File: src/rtl/mac_seq_pkg.sv
// mac_seq_pkg: shared types and constants for the MAC dot-product sequencer
package mac_seq_pkg;
    typedef enum logic [1:0] {IDLE, ISSUE, DRAIN, OUTPUT} state_t;
    localparam int LANES  = 8;
    localparam int LANE_W = 8;
    localparam int PSUM_W = 16;
    typedef logic [LANES-1:0][LANE_W-1:0] lanes_t;
    function automatic lanes_t unpack_lanes(input logic [LANES*LANE_W-1:0] d);
        lanes_t l;
        for (int i = 0; i < LANES; i++) l[i] = d[i*LANE_W +: LANE_W];
        return l;
    endfunction
endpackage

File: src/rtl/mac_seq_addr_gen.sv
// mac_seq_addr_gen: beat, weight-pointer and output-neuron counters for the sequencer
//  clk, rst_n          clock, asynchronous active-low reset
//  start               zero all counters (command accepted)
//  issue               one beat read issued this cycle
//  next_out            result handed off, advance to next neuron
//  n_beats, n_out      latched command sizes
//  beat, wgt_ptr       activation beat address / running weight beat address
//  out_idx             current output-neuron index
//  issue_last, out_last  last beat of this neuron / last neuron of this command
module mac_seq_addr_gen
    import mac_seq_pkg::*;
(
    input  logic        clk,
    input  logic        rst_n,
    input  logic        start,
    input  logic        issue,
    input  logic        next_out,
    input  logic [7:0]  n_beats,
    input  logic [7:0]  n_out,
    output logic [7:0]  beat,
    output logic [15:0] wgt_ptr,
    output logic [7:0]  out_idx,
    output logic        issue_last,
    output logic        out_last
);
    assign issue_last = beat == n_beats - 8'd1;
    assign out_last   = out_idx == n_out - 8'd1;

    always_ff @(posedge clk or negedge rst_n) begin
        if (!rst_n) begin
            beat    <= '0;
            wgt_ptr <= '0;
            out_idx <= '0;
        end else if (start) begin
            beat    <= '0;
            wgt_ptr <= '0;
            out_idx <= '0;
        end else begin
            if (issue) begin
                beat    <= issue_last ? '0 : beat + 8'd1;
                wgt_ptr <= wgt_ptr + 16'd1;
            end
            if (next_out) out_idx <= out_idx + 8'd1;
        end
    end
endmodule

File: src/rtl/mac_dot_sequencer.sv
// mac_dot_sequencer: command-driven feeder for the 8-way INT8 MAC array, accumulating one dot product per neuron
//  clk, rst_n                       clock, asynchronous active-low reset
//  cmd_valid/cmd_ready/cmd_n_out/cmd_n_beats   command port (accepted only in IDLE)
//  act_rd_en/act_rd_addr/act_rd_data  activation buffer, 1-cycle read latency
//  wgt_rd_en/wgt_rd_addr/wgt_rd_data  weight buffer, 1-cycle read latency
//  arr_enable/arr_clear_acc/arr_data/arr_weight  MAC array drive
//  arr_partial_sum/arr_valid        MAC array returns
//  res_valid/res_ready/res_data/res_idx  result port
//  done                             one-cycle pulse on command completion
//  err_unexp                        sticky: array return outside ISSUE/DRAIN
//  Build option MAC_SEQ_RELU_EN: clamp negative results to zero on the result port.
module mac_dot_sequencer
    import mac_seq_pkg::*;
#(
    parameter int ACC_W   = 32,
    parameter int BEAT_AW = 8,
    parameter int ARR_LAT = 4
) (
    input  logic                     clk,
    input  logic                     rst_n,
    input  logic                     cmd_valid,
    output logic                     cmd_ready,
    input  logic [7:0]               cmd_n_out,
    input  logic [7:0]               cmd_n_beats,
    output logic                     act_rd_en,
    output logic [BEAT_AW-1:0]       act_rd_addr,
    input  logic [63:0]              act_rd_data,
    output logic                     wgt_rd_en,
    output logic [15:0]              wgt_rd_addr,
    input  logic [63:0]              wgt_rd_data,
    output logic                     arr_enable,
    output logic                     arr_clear_acc,
    output logic [7:0][7:0]          arr_data,
    output logic [7:0][7:0]          arr_weight,
    input  logic signed [PSUM_W-1:0] arr_partial_sum,
    input  logic                     arr_valid,
    output logic                     res_valid,
    input  logic                     res_ready,
    output logic signed [ACC_W-1:0]  res_data,
    output logic [7:0]               res_idx,
    output logic                     done,
    output logic                     err_unexp
);
    state_t                   state;
    logic [7:0]               n_out_q, n_beats_q, ret_cnt, beat;
    logic signed [ACC_W-1:0]  acc;
    logic                     issue_last, out_last, accept;

    assign accept     = cmd_valid && cmd_ready;
    assign wgt_rd_en  = act_rd_en;
    assign act_rd_addr = BEAT_AW'(beat);
    assign arr_data   = unpack_lanes(act_rd_data);
    assign arr_weight = unpack_lanes(wgt_rd_data);
`ifdef MAC_SEQ_RELU_EN
    assign res_data = acc[ACC_W-1] ? '0 : acc;
`else
    assign res_data = acc;
`endif

    mac_seq_addr_gen u_addr (
        .clk        (clk),
        .rst_n      (rst_n),
        .start      (accept),
        .issue      (act_rd_en),
        .next_out   (state == OUTPUT && res_ready),
        .n_beats    (n_beats_q),
        .n_out      (n_out_q),
        .beat       (beat),
        .wgt_ptr    (wgt_rd_addr),
        .out_idx    (res_idx),
        .issue_last (issue_last),
        .out_last   (out_last)
    );

    // arr_enable trails the read strobe by one cycle so it lines up with read data;
    // the clear pulse only follows acceptance, when no read has yet been issued.
    always_ff @(posedge clk or negedge rst_n) begin
        if (!rst_n) begin
            state         <= IDLE;
            cmd_ready     <= 1'b1;
            act_rd_en     <= 1'b0;
            arr_enable    <= 1'b0;
            arr_clear_acc <= 1'b0;
            res_valid     <= 1'b0;
            done          <= 1'b0;
            err_unexp     <= 1'b0;
            n_out_q       <= '0;
            n_beats_q     <= '0;
            ret_cnt       <= '0;
            acc           <= '0;
        end else begin
            arr_enable    <= act_rd_en;
            arr_clear_acc <= 1'b0;
            done          <= 1'b0;
            if (arr_valid && (state == IDLE || state == OUTPUT)) err_unexp <= 1'b1;
            case (state)
                IDLE: if (accept) begin
                    n_out_q       <= cmd_n_out;
                    n_beats_q     <= cmd_n_beats;
                    arr_clear_acc <= 1'b1;
                    acc           <= '0;
                    ret_cnt       <= '0;
                    if (cmd_n_out == 8'd0 || cmd_n_beats == 8'd0) begin
                        done <= 1'b1;
                    end else begin
                        state     <= ISSUE;
                        cmd_ready <= 1'b0;
                        act_rd_en <= 1'b1;
                    end
                end
                ISSUE, DRAIN: begin
                    if (arr_valid) begin
                        acc     <= acc + ACC_W'(arr_partial_sum);
                        ret_cnt <= ret_cnt + 8'd1;
                    end
                    if (state == ISSUE && issue_last) begin
                        act_rd_en <= 1'b0;
                        state     <= DRAIN;
                    end
                    if (state == DRAIN && arr_valid && ret_cnt == n_beats_q - 8'd1) begin
                        state     <= OUTPUT;
                        res_valid <= 1'b1;
                        ret_cnt   <= '0;
                    end
                end
                OUTPUT: if (res_ready) begin
                    res_valid <= 1'b0;
                    acc       <= '0;
                    if (out_last) begin
                        done      <= 1'b1;
                        cmd_ready <= 1'b1;
                        state     <= IDLE;
                    end else begin
                        state     <= ISSUE;
                        act_rd_en <= 1'b1;
                    end
                end
            endcase
        end
    end
endmodule

File: config.mk
export PLATFORM = sky130hd
export DESIGN_NAME = mac_dot_sequencer
export DESIGN_NICKNAME = d
export VERILOG_FILES = /design/src/rtl/mac_seq_pkg.sv /design/src/rtl/mac_seq_addr_gen.sv /design/src/rtl/mac_dot_sequencer.sv
export SDC_FILE = /design/constraint.sdc
export NUM_CORES = 1
export LEC_CHECK = 0
export ABC_AREA = 0
export CAP_MARGIN = 20
export CORE_AREA = 2 2 144 146
export DETAILED_ROUTE_END_ITERATION = 8
export DIE_AREA = 0 0 146 148
export DONT_BUFFER_PORTS = 1
export GPL_TIMING_DRIVEN = 0
export REMOVE_ABC_BUFFERS = 1
export SYNTH_ARGS = -nofsm -noshare
export SYNTH_HDL_FRONTEND = slang
export SYNTH_SLANG_ARGS = --single-unit
File: constraint.sdc
create_clock -name clk -period 7.25 [get_ports clk]
set_input_delay 0.725 -clock clk [delete_from_list [all_inputs] [get_ports clk]]
set_output_delay 0.725 -clock clk [all_outputs]
set_load 0.01 [all_outputs]
==> reports/qor.txt <==
leading area contributor after synthesis = dfrtp_1
initial drt markers = 284
endpoint class of the critical path = register
Clock Skew = 0.01026 ns
Cell Rows = 52
sequential area share after synthesis = 0.3395
post-synthesis mux area share = 0.02169
Worst-Skew Late Latency = 0.35 ns
XOR/XNOR Fraction of Synth Area = 0.09306
Post-CTS Resized = 0
Layout Nets = 863
post-place setup slack = 3.466 ns
clock root cell = clkbuf_16
Final min period = 3.611 ns
P&R area growth vs syn = -5.143%
register area = 2429 um2
Lkg Pwr = 0.003024 uW
Die Height = 148 um
asr flop ratio synth = 1.000
EDFF count, synth = 0
synth warn = 0
Vias per Instance = 5.522
run status = finished, final reports clean
Synth Area in Simple Gates = 0.1405
post-CTS setup buffer count = 0
fin crit share = 0.4981
cts bufs inserted = 9
dominant synthesized flop cell = dfrtp_1
largest family of logic cells by synthesized area = compound AO/OA/AOI/OAI gates
GRT busiest layer = met2
top cell type's share of synthesized area = 0.3358
largest net degree at the start of global routing = 98
distinct cell type count after synthesis = 61
gr ovfl total = 0
cells after synthesis = 788
CTS Sinks = 97
peak supply drop = 0.0001022 V
via count = 5135
met2 Use GR = 0.3941
Cell Area, Synth = 7153 um2
met1 GRT Util = 0.2507
PD cells = 175.3 nW/um2
Fin Setup TNS = 0 ns
CTS hold repair buffers = 0
Arrival @ worst endpoint = 3.89 ns
GPL Wtd Cong = 1.111
drt drc = 0
startpoint types = register
unrepaired setup endpoints after global routing = false
# IOs = 365
synth top area cells = dfrtp_1 34%, buf_4 14%, ha_1 7.3%
# diodes = 0
first-pass GRT wire length = 39560 um
Compound-Gate Fraction of Synth Area = 0.1718
syn_area_per_cell = 9.078 um2
worst-case clock buffer depth = 2
top post-synthesis cells by count = 129 x buf_4, 96 x dfrtp_1, 67 x nand2_1, 62 x nor2_1, 44 x xor2_1
wire length per cell = 30.47 um
Final Util = 0.3386
PortBufs = 0
Crit path required time = 7.53 ns
MaxCap Viol Count = 0
number of synthesized register bits = 97
DP HPWL = 22460 um
Final setup violation count = 0
die area = 21610 um2
Overall Global Routing Usage = 0.2564
crit path kind = reg -> reg
Filler cells = 2141
dominant cell by count in the synthesized netlist = buf_4
Rel. slew slack = 0.3585
Core Area = 20040 um2
Tot Pwr = 1189 uW
met3 usage = 0.1935
Total Routed Length = 28330 um
first-pass detailed-route iteration total = 4
fmax = 276.9 MHz
Post-Synth Adder-Cell Area = 0.07626
FF-to-FF setup slack = 3.64 ns
Slew @ Worst Pin = 0.9612 ns
Routed Antenna Nets = 0
H-Tree Level Count = 3
crit-path max FO = 44
Multi-input gate area = 3605 um2
Fin. Hold Viols = 0
vias in the first global route = 5066
antenna violations before repair = 0
initial core utilization = 0.3570
Clk pin slew, worst setup/hold paths = 0.08 ns
Tightest Hold Check Type = in -> async
setup ws final = 3.639 ns
Die Span X = 146 um
max-slew violations = 0
layout cells sized above 1 = 0.07424
CTS tree = yes
==> per-layer routing <==
layer,wire length [um],vias up
li1,-,2351
met1,9563,2397
met4,1599,0
met2,12300,344
met5,0,-
met3,4875,43
==> through the flow <==
| step | area, um2 | cells | hold WS [ns] |
|---|---|---|---|
| finish | 6785 | 930 | 0.06178 |
| global route | 6785 | 930 | 0.03793 |
| CTS | 6785 | 930 | 0.04358 |
| detailed placement | 6480 | 914 | 0.4316 |
| global placement | 6460 | 913 | 0.4314 |
| floorplan | 6122 | 643 | 0.4294 |
==> worst paths after layout <==
kind | endpoint | cells past startpoint | start
hold reg to reg | err_unexp$_DFFE_PN0P_ | 1 | err_unexp$_DFFE_PN0P_
min in group clk | err_unexp$_DFFE_PN0P_ | 1 | arr_valid
hold / removal | u_addr.beat[6]$_DFFE_PN0P_ | 0 | rst_n
setup / recovery | res_data[16]$_DFFE_PN0P_ | 7 | state[0]$_DFFE_PN0P_
max in group asynchronous | cmd_ready$_DFFE_PN1P_ | 0 | rst_n
setup reg to reg | res_data[16]$_DFFE_PN0P_ | 7 | state[0]$_DFFE_PN0P_
==> cell type report <==
type | instances | area share
clock buffers | 11 | 0.03577
clock inverters | 5 | 0.009220
inverters | 25 | 0.01383
multi-input cells | 521 | 0.5313
flip-flops and latches | 97 | 0.3579
well taps | 270 | 0.04979
repair buffers | 1 | 0.002213
==> kinds of logic after synthesis <==
logic type | count (synthesis)
XOR/XNOR | 76
buffers and inverters | 170
adder cells (fa/ha/maj) | 43
AO/OA/AOI/OAI | 172
multiplexers | 14
flip-flops | 97
AND/OR/NAND/NOR | 216
==> state kept, by name, indices dropped and copies added (netlist names) <==
name,cells
u_addr.wgt_ptr,16
act_rd_en,1
n_beats_q,8
res_valid,1
ret_cnt,8
cmd_ready,1
u_addr.beat,8
res_data,32
arr_clear_acc,1
done,1
u_addr.out_idx,8
err_unexp,1
arr_enable,1
n_out_q,8
state,2
==> worst max-delay path, cell delays in order, from the launching register on <==
cell	delay (ns)
dfrtp_1	0.40
inv_1	0.10
ha_1	0.54
inv_1	0.53
o21a_1	0.26
nand2_2	0.50
nor2_2	0.96
a22o_1	0.24
==> power by group <==
part / total, uW / internal, uW / leakage, uW / switching (uW)
combinational: 120 / 55.3 / 0.00162 / 64.7
clock: 507 / 280 / 0.000143 / 227
sequential: 562 / 549 / 0.00126 / 13.6
total: 1190 / 884 / 0.00302 / 305
==> cell usage in the layout (no fill, tap or decap), types with 2 or more instances in the layout <==
master / synthesis / routed
nor3_1: 7 / 7
o21ai_0: 37 / 37
inv_1: 24 / 24
a211o_1: 3 / 3
o21ai_1: 6 / 6
o21a_1: 6 / 6
clkbuf_16: 0 / 9
clkinvlp_4: 0 / 2
a211oi_1: 7 / 7
or3_1: 5 / 5
nor2_1: 62 / 61
a22o_1: 19 / 19
o31ai_1: 7 / 7
dfrtp_1: 96 / 96
o31ai_2: 3 / 3
nor2b_1: 4 / 4
a21oi_2: 2 / 2
and2_1: 5 / 5
nand3_1: 25 / 25
nand2b_1: 9 / 9
a31oi_1: 7 / 7
o21ai_2: 3 / 3
a21o_1: 16 / 16
o41ai_1: 4 / 4
o21bai_1: 5 / 5
mux2_2: 12 / 12
a21oi_1: 31 / 31
xor2_1: 44 / 44
nand4_1: 9 / 9
and3_1: 11 / 11
mux2i_1: 2 / 2
inv_6: 0 / 2
xnor2_1: 32 / 32
nor4_1: 7 / 7
ha_1: 42 / 42
nand2_1: 67 / 66
(Power assumes the default switching activity.)
